### src/rtl/program_loader_pkg.sv
// Shared processor definitions: opcode constants, loader parameter defaults
// and the program-loader state encoding.
package program_loader_pkg;

  localparam int unsigned DATA_WIDTH_DEF = 32;
  localparam int unsigned ADDR_WIDTH_DEF = 8;

  localparam logic [6:0] OPC_LUI    = 7'b0110111;
  localparam logic [6:0] OPC_AUIPC  = 7'b0010111;
  localparam logic [6:0] OPC_JAL    = 7'b1101111;
  localparam logic [6:0] OPC_JALR   = 7'b1100111;
  localparam logic [6:0] OPC_BRANCH = 7'b1100011;
  localparam logic [6:0] OPC_LOAD   = 7'b0000011;
  localparam logic [6:0] OPC_STORE  = 7'b0100011;
  localparam logic [6:0] OPC_OP_IMM = 7'b0010011;
  localparam logic [6:0] OPC_OP     = 7'b0110011;

  typedef enum logic [2:0] {
    IDLE,
    LEN,
    DATA,
    WRITE,
    DONE,
    ERROR
  } loader_state_e;

endpackage

### src/rtl/program_loader_word_assembler.sv
// Little-endian byte-to-word assembler: four accepted bytes make one word,
// with a word-complete pulse on the cycle the fourth byte arrives.
module word_assembler
  import program_loader_pkg::*;
#(
  parameter int unsigned DATA_WIDTH = DATA_WIDTH_DEF
) (
  input  logic                  clk_i,
  input  logic                  arst_i,
  input  logic                  clr_i,
  input  logic                  byte_valid_i,
  input  logic [7:0]            byte_i,
  output logic [DATA_WIDTH-1:0] word_o,
  output logic                  word_done_o
);

  logic [1:0]            cnt_q, cnt_d;
  logic [DATA_WIDTH-1:0] shift_q, shift_d;

  // Bytes enter at the top so byte0 ends up in [7:0] after four shifts.
  assign word_o      = {byte_i, shift_q[DATA_WIDTH-1:8]};
  assign word_done_o = byte_valid_i && !clr_i && (cnt_q == 2'd3);

  always_comb begin
    cnt_d   = cnt_q;
    shift_d = shift_q;
    if (clr_i) begin
      cnt_d   = '0;
      shift_d = '0;
    end else if (byte_valid_i) begin
      cnt_d   = cnt_q + 2'd1;
      shift_d = word_o;
    end
  end

  always_ff @(posedge clk_i or posedge arst_i) begin
    if (arst_i) begin
      cnt_q   <= '0;
      shift_q <= '0;
    end else begin
      cnt_q   <= cnt_d;
      shift_q <= shift_d;
    end
  end

endmodule

### src/rtl/program_loader.sv
// Byte-stream program loader: 16-bit little-endian word count, then words
// assembled from bytes and written one per WRITE cycle to instruction memory.
module program_loader
  import program_loader_pkg::*;
#(
  parameter int unsigned DATA_WIDTH = DATA_WIDTH_DEF,
  parameter int unsigned ADDR_WIDTH = ADDR_WIDTH_DEF
) (
  input  logic                  clk,
  input  logic                  arst,
  input  logic                  load_req,
  input  logic [7:0]            rx_data,
  input  logic                  rx_valid,
  output logic                  rx_ready,
  output logic                  w_en,
  output logic [ADDR_WIDTH-1:0] w_addr,
  output logic [DATA_WIDTH-1:0] w_data,
  output logic                  prog_ready,
  output logic                  load_err
);

  localparam int unsigned DEPTH = 1 << ADDR_WIDTH;

  loader_state_e         state_q, state_d;
  logic                  len_hi_q, len_hi_d;
  logic [15:0]           n_q, n_d;
  logic [ADDR_WIDTH-1:0] idx_q, idx_d;
  logic [ADDR_WIDTH-1:0] w_addr_q, w_addr_d;
  logic [DATA_WIDTH-1:0] w_data_q, w_data_d;

  logic                  accept;
  logic                  asm_valid;
  logic                  asm_done;
  logic [DATA_WIDTH-1:0] asm_word;
  logic [15:0]           n_full;
  logic                  last_word;

  assign rx_ready   = (state_q == LEN) || (state_q == DATA);
  assign w_en       = (state_q == WRITE);
  assign prog_ready = (state_q == DONE);
  assign load_err   = (state_q == ERROR);
  assign w_addr     = w_addr_q;
  assign w_data     = w_data_q;

  assign accept    = rx_valid && rx_ready;
  assign asm_valid = accept && (state_q == DATA);
  assign n_full    = {rx_data, n_q[7:0]};
  // With N = DEPTH the last index is DEPTH-1 and the increment wraps to 0.
  assign last_word = (32'(idx_q) == ({16'd0, n_q} - 32'd1));

  word_assembler #(
    .DATA_WIDTH(DATA_WIDTH)
  ) u_word_assembler (
    .clk_i       (clk),
    .arst_i      (arst),
    .clr_i       (load_req),
    .byte_valid_i(asm_valid),
    .byte_i      (rx_data),
    .word_o      (asm_word),
    .word_done_o (asm_done)
  );

  always_comb begin
    state_d  = state_q;
    len_hi_d = len_hi_q;
    n_d      = n_q;
    idx_d    = idx_q;
    w_addr_d = w_addr_q;
    w_data_d = w_data_q;
    if (load_req) begin
      state_d  = LEN;
      len_hi_d = 1'b0;
      n_d      = '0;
      idx_d    = '0;
    end else begin
      unique case (state_q)
        LEN: begin
          if (accept) begin
            if (!len_hi_q) begin
              n_d[7:0] = rx_data;
              len_hi_d = 1'b1;
            end else begin
              n_d      = n_full;
              len_hi_d = 1'b0;
              if (n_full == 16'd0)                state_d = DONE;
              else if ({16'd0, n_full} > DEPTH)   state_d = ERROR;
              else                                state_d = DATA;
            end
          end
        end
        DATA: begin
          if (asm_done) begin
            state_d  = WRITE;
            w_addr_d = idx_q;
            w_data_d = asm_word;
          end
        end
        WRITE: begin
          idx_d   = idx_q + 1'b1;
          state_d = last_word ? DONE : DATA;
        end
        default: ;
      endcase
    end
  end

  always_ff @(posedge clk or posedge arst) begin
    if (arst) begin
      state_q  <= IDLE;
      len_hi_q <= 1'b0;
      n_q      <= '0;
      idx_q    <= '0;
      w_addr_q <= '0;
      w_data_q <= '0;
    end else begin
      state_q  <= state_d;
      len_hi_q <= len_hi_d;
      n_q      <= n_d;
      idx_q    <= idx_d;
      w_addr_q <= w_addr_d;
      w_data_q <= w_data_d;
    end
  end

endmodule

### config.mk
export PLATFORM = sky130hd
export DESIGN_NAME = program_loader
export DESIGN_NICKNAME = d
export VERILOG_FILES = /design/src/rtl/program_loader_pkg.sv /design/src/rtl/program_loader_word_assembler.sv /design/src/rtl/program_loader.sv
export SDC_FILE = /design/constraint.sdc
export NUM_CORES = 1
export LEC_CHECK = 0
export ABC_CLOCK_PERIOD_IN_PS = 4700
export CELL_PAD_IN_SITES_DETAIL_PLACEMENT = 0
export CELL_PAD_IN_SITES_GLOBAL_PLACEMENT = 1
export CORE_AREA = 2 2 76 133
export DETAILED_ROUTE_END_ITERATION = 8
export DIE_AREA = 0 0 78 135
export HOLD_SLACK_MARGIN = 0.05
export PLACE_DENSITY_LB_ADDON = 0.1
export SETUP_SLACK_MARGIN = 0.15
export SKIP_LAST_GASP = 1
export SYNTH_ARGS = -nofsm -noshare
export SYNTH_HDL_FRONTEND = slang
export SYNTH_SLANG_ARGS = --single-unit
export TNS_END_PERCENT = 10
### constraint.sdc
create_clock -name clk -period 4.7 [get_ports clk]
set_input_delay 0.705 -clock clk [delete_from_list [all_inputs] [get_ports clk]]
set_output_delay 0.705 -clock clk [all_outputs]
set_load 0.01 [all_outputs]
Word-level counts from Yosys, hierarchy flattened --
Cells that the tools add are included.
Cells by class: $add $sub $neg 3, $lt $le $gt $ge 1, eq/ne operators 11, muxes and demuxes 23, bitwise logic cells 1, reduce and logical (&&, ||, !) cells 18
Operators with widths (number):
- 32-bit 2-to-1 mux | 2
- 16-bit 2-to-1 mux | 3
- 8-bit by 32-bit == test with 1-bit output | 1
- 8-bit 2-to-1 mux | 4
- 3-bit 2-to-1 mux | 7
- 16-bit by 1-bit subtractor with 17-bit output, second input constant | 1
- 16-bit by 9-bit greater-than comparator with 1-bit output, second input constant | 1
- 16-bit zero test | 1
- 2-bit nonzero test | 5
- 3-bit inequality test, second input constant | 3
- 3-bit case mux with 3 select lines | 1
- 3-bit AND reduction | 3
- 8-bit by 1-bit adder with 8-bit output, second input constant | 1
- 3-bit by 2-bit == test with 1-bit output, second input constant | 2
- 3-bit == test, second input constant | 2
- 1-bit logical AND | 4
- 1-bit 2-to-1 mux | 4
- 2-bit 2-to-1 mux | 2
- 4-bit AND reduction | 1
- 4-bit nonzero test | 1
- 3-bit by 1-bit == test with 1-bit output, second input constant | 1
- 2-bit by 1-bit adder with 2-bit output, second input constant | 1
- 2-bit == test, second input constant | 1
- 2-bit inequality test, second input constant | 1
- 4 further kinds | 4
Storage, ports and cells: flip-flop bits (word level) 102, bits of input ports 12, output and inout port bits 44, word-level logic and storage cells 66

Longest topological paths before layout --
depth in word-level cells 9, mapped depth 10, depth with buffers taken out 8

By module --
A second synthesis with hierarchy kept.
Second synthesis, totals: cell total of the unflattened synthesis 381, area, all modules 4424.2 um^2
Modules (own cells, without submodules):
- program_loader | instances 1, cells an instance 285, area each 3264.4 um^2, seq. area each 1701.6 um^2
- word_assembler | instances 1, cells an instance 96, area each 1159.9 um^2, seq. area each 650.6 um^2

Worst setup path before layout --
No wires, ideal clock.
path type register to register, start reg n_q[0], end reg state_q[1], setup time 119 ps, data arrival time 2248 ps, data required time 4581 ps, path slack 2333 ps, stages on the path, launching flop included 11, path buffers 2, period minus slack after synthesis 2367 ps, cells stage by stage dfrtp_1 -> clkbuf_1 -> inv_1 -> ha_1 -> buf_2 -> or3b_2 -> o41ai_1 -> o221ai_1 -> nor4_1 -> a31oi_1 -> o21ba_1
On the way: longest elaborated chain between the ends 7, elaborated cells between the ends (all ways) 11, classes of those cells add/sub (1); order compare (1); eq/ne (1); mux (7); reduce/logical (1)
Ends and longest elaborated chain:
- start: declaration | RTL line program_loader.sv:26 | logic [15:0] n_q, n_d;
- start signal: assignment | RTL line program_loader.sv:118 | n_q <= n_d;
- parallel branches: the longest is 5 deep, another holds 16-bit by 1-bit subtractor with 17-bit output
- 3-bit case mux with 3 select lines * | RTL line program_loader.sv:76 | unique case (state_q)
- 3-bit 2-to-1 mux * | RTL line program_loader.sv:70 | if (load_req) begin
- end signal: assignment | RTL line program_loader.sv:116 | state_q <= state_d;
- end: declaration | RTL line program_loader.sv:24 | loader_state_e state_q, state_d;
Every way passes the cells marked *. The select of a mux whose other input is x is not followed. A chain may end at the register's enable or synchronous reset.

Final worst setup path --
Ends and elaborated chain as after synthesis.

==> impl_metrics.csv <==
group,metric,value,unit
status,status,"finished, final reports clean",
pwr,power.total,1.72,mW
critical_path,max_stage_delay,0.53,ns
hold_path,hp-class,"register to register",
floorplan,placeableCoreArea,0.00941,mm2
sta,fin_ws,1.90,ns
clocking,cts_root_buf,"clkbuf_16",
yosys,yosys_most_used_dff,"dfrtp_1",
critical_path,critPathArrivalTime,3.04,ns
critical_path,critical-path-slowest-cell,"or3b_2",
layout,filler_cell_count,904,
layout,design_area,0.00523,mm2
yosys,synth_fp_nets,467,
grt,antenna_found_initial,0,
critical_path,r2r_slack,1.90,ns
sta,fin_skew,0.00865,ns
clocking,clock-sinks,94,
floorplan,io_pins,56,
job,cap_viol_max_count,0,
route,wl_per_cell,16.2,um
sta,fmax,0.357,GHz
layout,diodes,0,
grt,grt_overflow_total,0,
route,num_vias,3355,
floorplan,initial_core_util,45.5,%
sta,setup_tns,0,ns
placed_design,portBuffers,55,
pwr,p_leak,2.40,nW
sta,hold_slack,0.469,ns
clocking,cts_buffers,9,
yosys,synth_most_common_cell,"nand2_1",
critical_path,crit_type,"register to register",
grt,globalRouteTotalUtil,20.8,%
yosys,avgSynthCellArea,9.50,um2
clocking,cts-resized-gates,0,
pwr,ir_worst_vdd,0.000220,V
layout,post-route-util,55.6,%
floorplan,num_rows,47,
layout,num-nets-final,515,
sta,slew_viol_final,0,
sta,finalHoldViolCount,0,
placed_design,post_dp_cell_area,0.00493,mm2
critical_path,critPathMaxFanout,10,
floorplan,die_width,78,um
layout,area_delta_synth_final,22.1,%
yosys,yosys.area.top_type,"dfrtp_1",
placed_design,dp.cells,610,
yosys,synth_cells,451,
yosys,ys_top_cells_by_count,"140 x nand2_1, 94 x dfrtp_1, 38 x a21oi_1, 22 x nor2_1, 16 x clkbuf_1",
placed_design,post-place-ws,1.82,ns
yosys,synth_top_cell_area_share,54.9,%
grt,grt_pass1_vias,3240,
clocking,post_cts.repair.setup_buffers,0,
placed_design,dp_hpwl,7120,um
sta,setup_viol,0,
yosys,netlist_area,0.00428,mm2
critical_path,worstSetupEndpointType,"register",
yosys,ys_ff_latch,94,
critical_path,startpoint_type,"register",
route,drc,0,
floorplan,die_y,135,um
layout,finalNonFillerCells,625,
yosys,synth_seq_area_share,54.9,%
floorplan,dieArea,0.0105,mm2
sta,tightest_slew,1.05,ns
placed_design,routabilityCongestion,0.863,
critical_path,required,4.94,ns
sta,finalCriticalPeriod,2.80,ns
yosys,synthArstFlopShare,100,%
sta,rsz0062_at_grt,"no",
layout,drive_above_1_share,8.55,%
route,via_per_inst,5.37,
route,routed_wl,10100,um
yosys,synth_area_leaders,"dfrtp_1 55%, nand2_1 12%, a21oi_1 4.4%",
clocking,cts_tree,"done",
pwr,power_density,329,mW/mm2
clocking,htree_levels,3,
sta,maxSlewHeadroom,29.9,%
clocking,path_clk_slew,0.06,ns
clocking,cts_hold_repair.buffers,0,
clocking,max-clock-path-buffers,2,
sta,fin_crit_sh,59.7,%
route,drt_first_iter_violations,196,
grt,grt_start_max_net_pins,61,
grt,grt_pass1_wl,16700,um
route,ant_nets,0,
yosys,synth_warnings,0,
clocking,clk_latency,0.35,ns
yosys,synth_cell_type_count,46,
route,dr.pass1.iters,4,
critical_path,cp_cell_sequence,"inv_1 -> ha_1 -> or3b_2 -> o41ai_1 -> o221ai_1 -> nor4_1 -> a31oi_1 -> o21ba_1",
yosys,synth_edf_count,0,
==> critical path: cells and delay by family (launching register included) <==
kind	cells	cell delay, ns
adder cells (fa/ha/maj)	1	0.35
buffers and inverters	1	0.12
AO/OA/AOI/OAI	4	0.88
flip-flops	1	0.47
AND/OR/NAND/NOR	2	0.88
==> report_power, final <==
| group | internal (mW) | total (mW) | leakage, nW | switching (mW) |
|---|---|---|---|---|
| combinational | 0.0563 | 0.142 | 0.946 | 0.0861 |
| sequential | 0.818 | 0.838 | 1.30 | 0.0201 |
| clock | 0.439 | 0.738 | 0.149 | 0.300 |
==> registers in the layout, indices dropped and copies added (netlist names) <==
| name | count |
|---|---|
| u_word_assembler.cnt_q | 2 |
| idx_q | 8 |
| len_hi_q | 1 |
| w_addr | 8 |
| state_q | 3 |
| w_data | 32 |
| n_q | 16 |
| u_word_assembler.shift_q | 24 |
==> routing by layer <==
metal | wire length, um | track usage, %
met1 | 3940 | 24.0
met2 | 5560 | 37.5
met3 | 316 | 3.41
met4 | 305 | 9.36
met5 | 0 | 0
==> area by class of cell <==
class	count	area (um2)	share of cell area (%)
Clock buffer	12	256	4.90
Clock inverter	3	43.8	0.837
Inverter	8	31.3	0.598
Multi-Input combinational cell	324	1800	34.3
Sequential cell	94	2350	45.0
Tap cell	122	153	2.92
Timing Repair Buffer	62	598	11.4
==> path summary, 6_finish.rpt <==
kind                                                     startpoint                                      end  cells after the start
setup / recovery                                 n_q[0]$_DFFE_PP0P_                   state_q[1]$_DFFE_PP0P_                      8
hold / removal             u_word_assembler.shift_q[14]$_DFFE_PP0P_                    w_data[6]$_DFFE_PP0P_                      2
setup reg to reg                                 n_q[0]$_DFFE_PP0P_                   state_q[1]$_DFFE_PP0P_                      8
hold reg to reg            u_word_assembler.shift_q[14]$_DFFE_PP0P_                    w_data[6]$_DFFE_PP0P_                      2
max in group asynchronous                                      arst  u_word_assembler.shift_q[9]$_DFFE_PP0P_                      3
min in group asynchronous                                      arst                   w_data[29]$_DFFE_PP0P_                      2
==> cells in the final DEF (no fill, tap or decap), drive strengths merged, types with 7 or more instances in the layout <==
cell / count
nor4: 7
nand3: 11
buf: 7
nand2: 141
nor2: 22
clkdlybuf4s50: 54
xor2: 7
dfrtp: 94
mux2i: 8
mux2: 15
xnor2: 11
a21oi: 38
clkbuf: 13
==> cells by family (layout without fill, tap and decap cells) <==
family | Yosys count | count (layout) | share of synthesized area (%)
xor gates and xnor gates | 18 | 18 | 3.68
buffers and inverters | 33 | 85 | 3.16
muxes | 23 | 23 | 5.81
DFF | 94 | 94 | 54.9
and+or+nand+nor | 213 | 213 | 21.8
AOI/OAI and AO/OA | 66 | 66 | 9.47
adders and majority gates | 4 | 4 | 1.17
(Power assumes the default switching activity.)
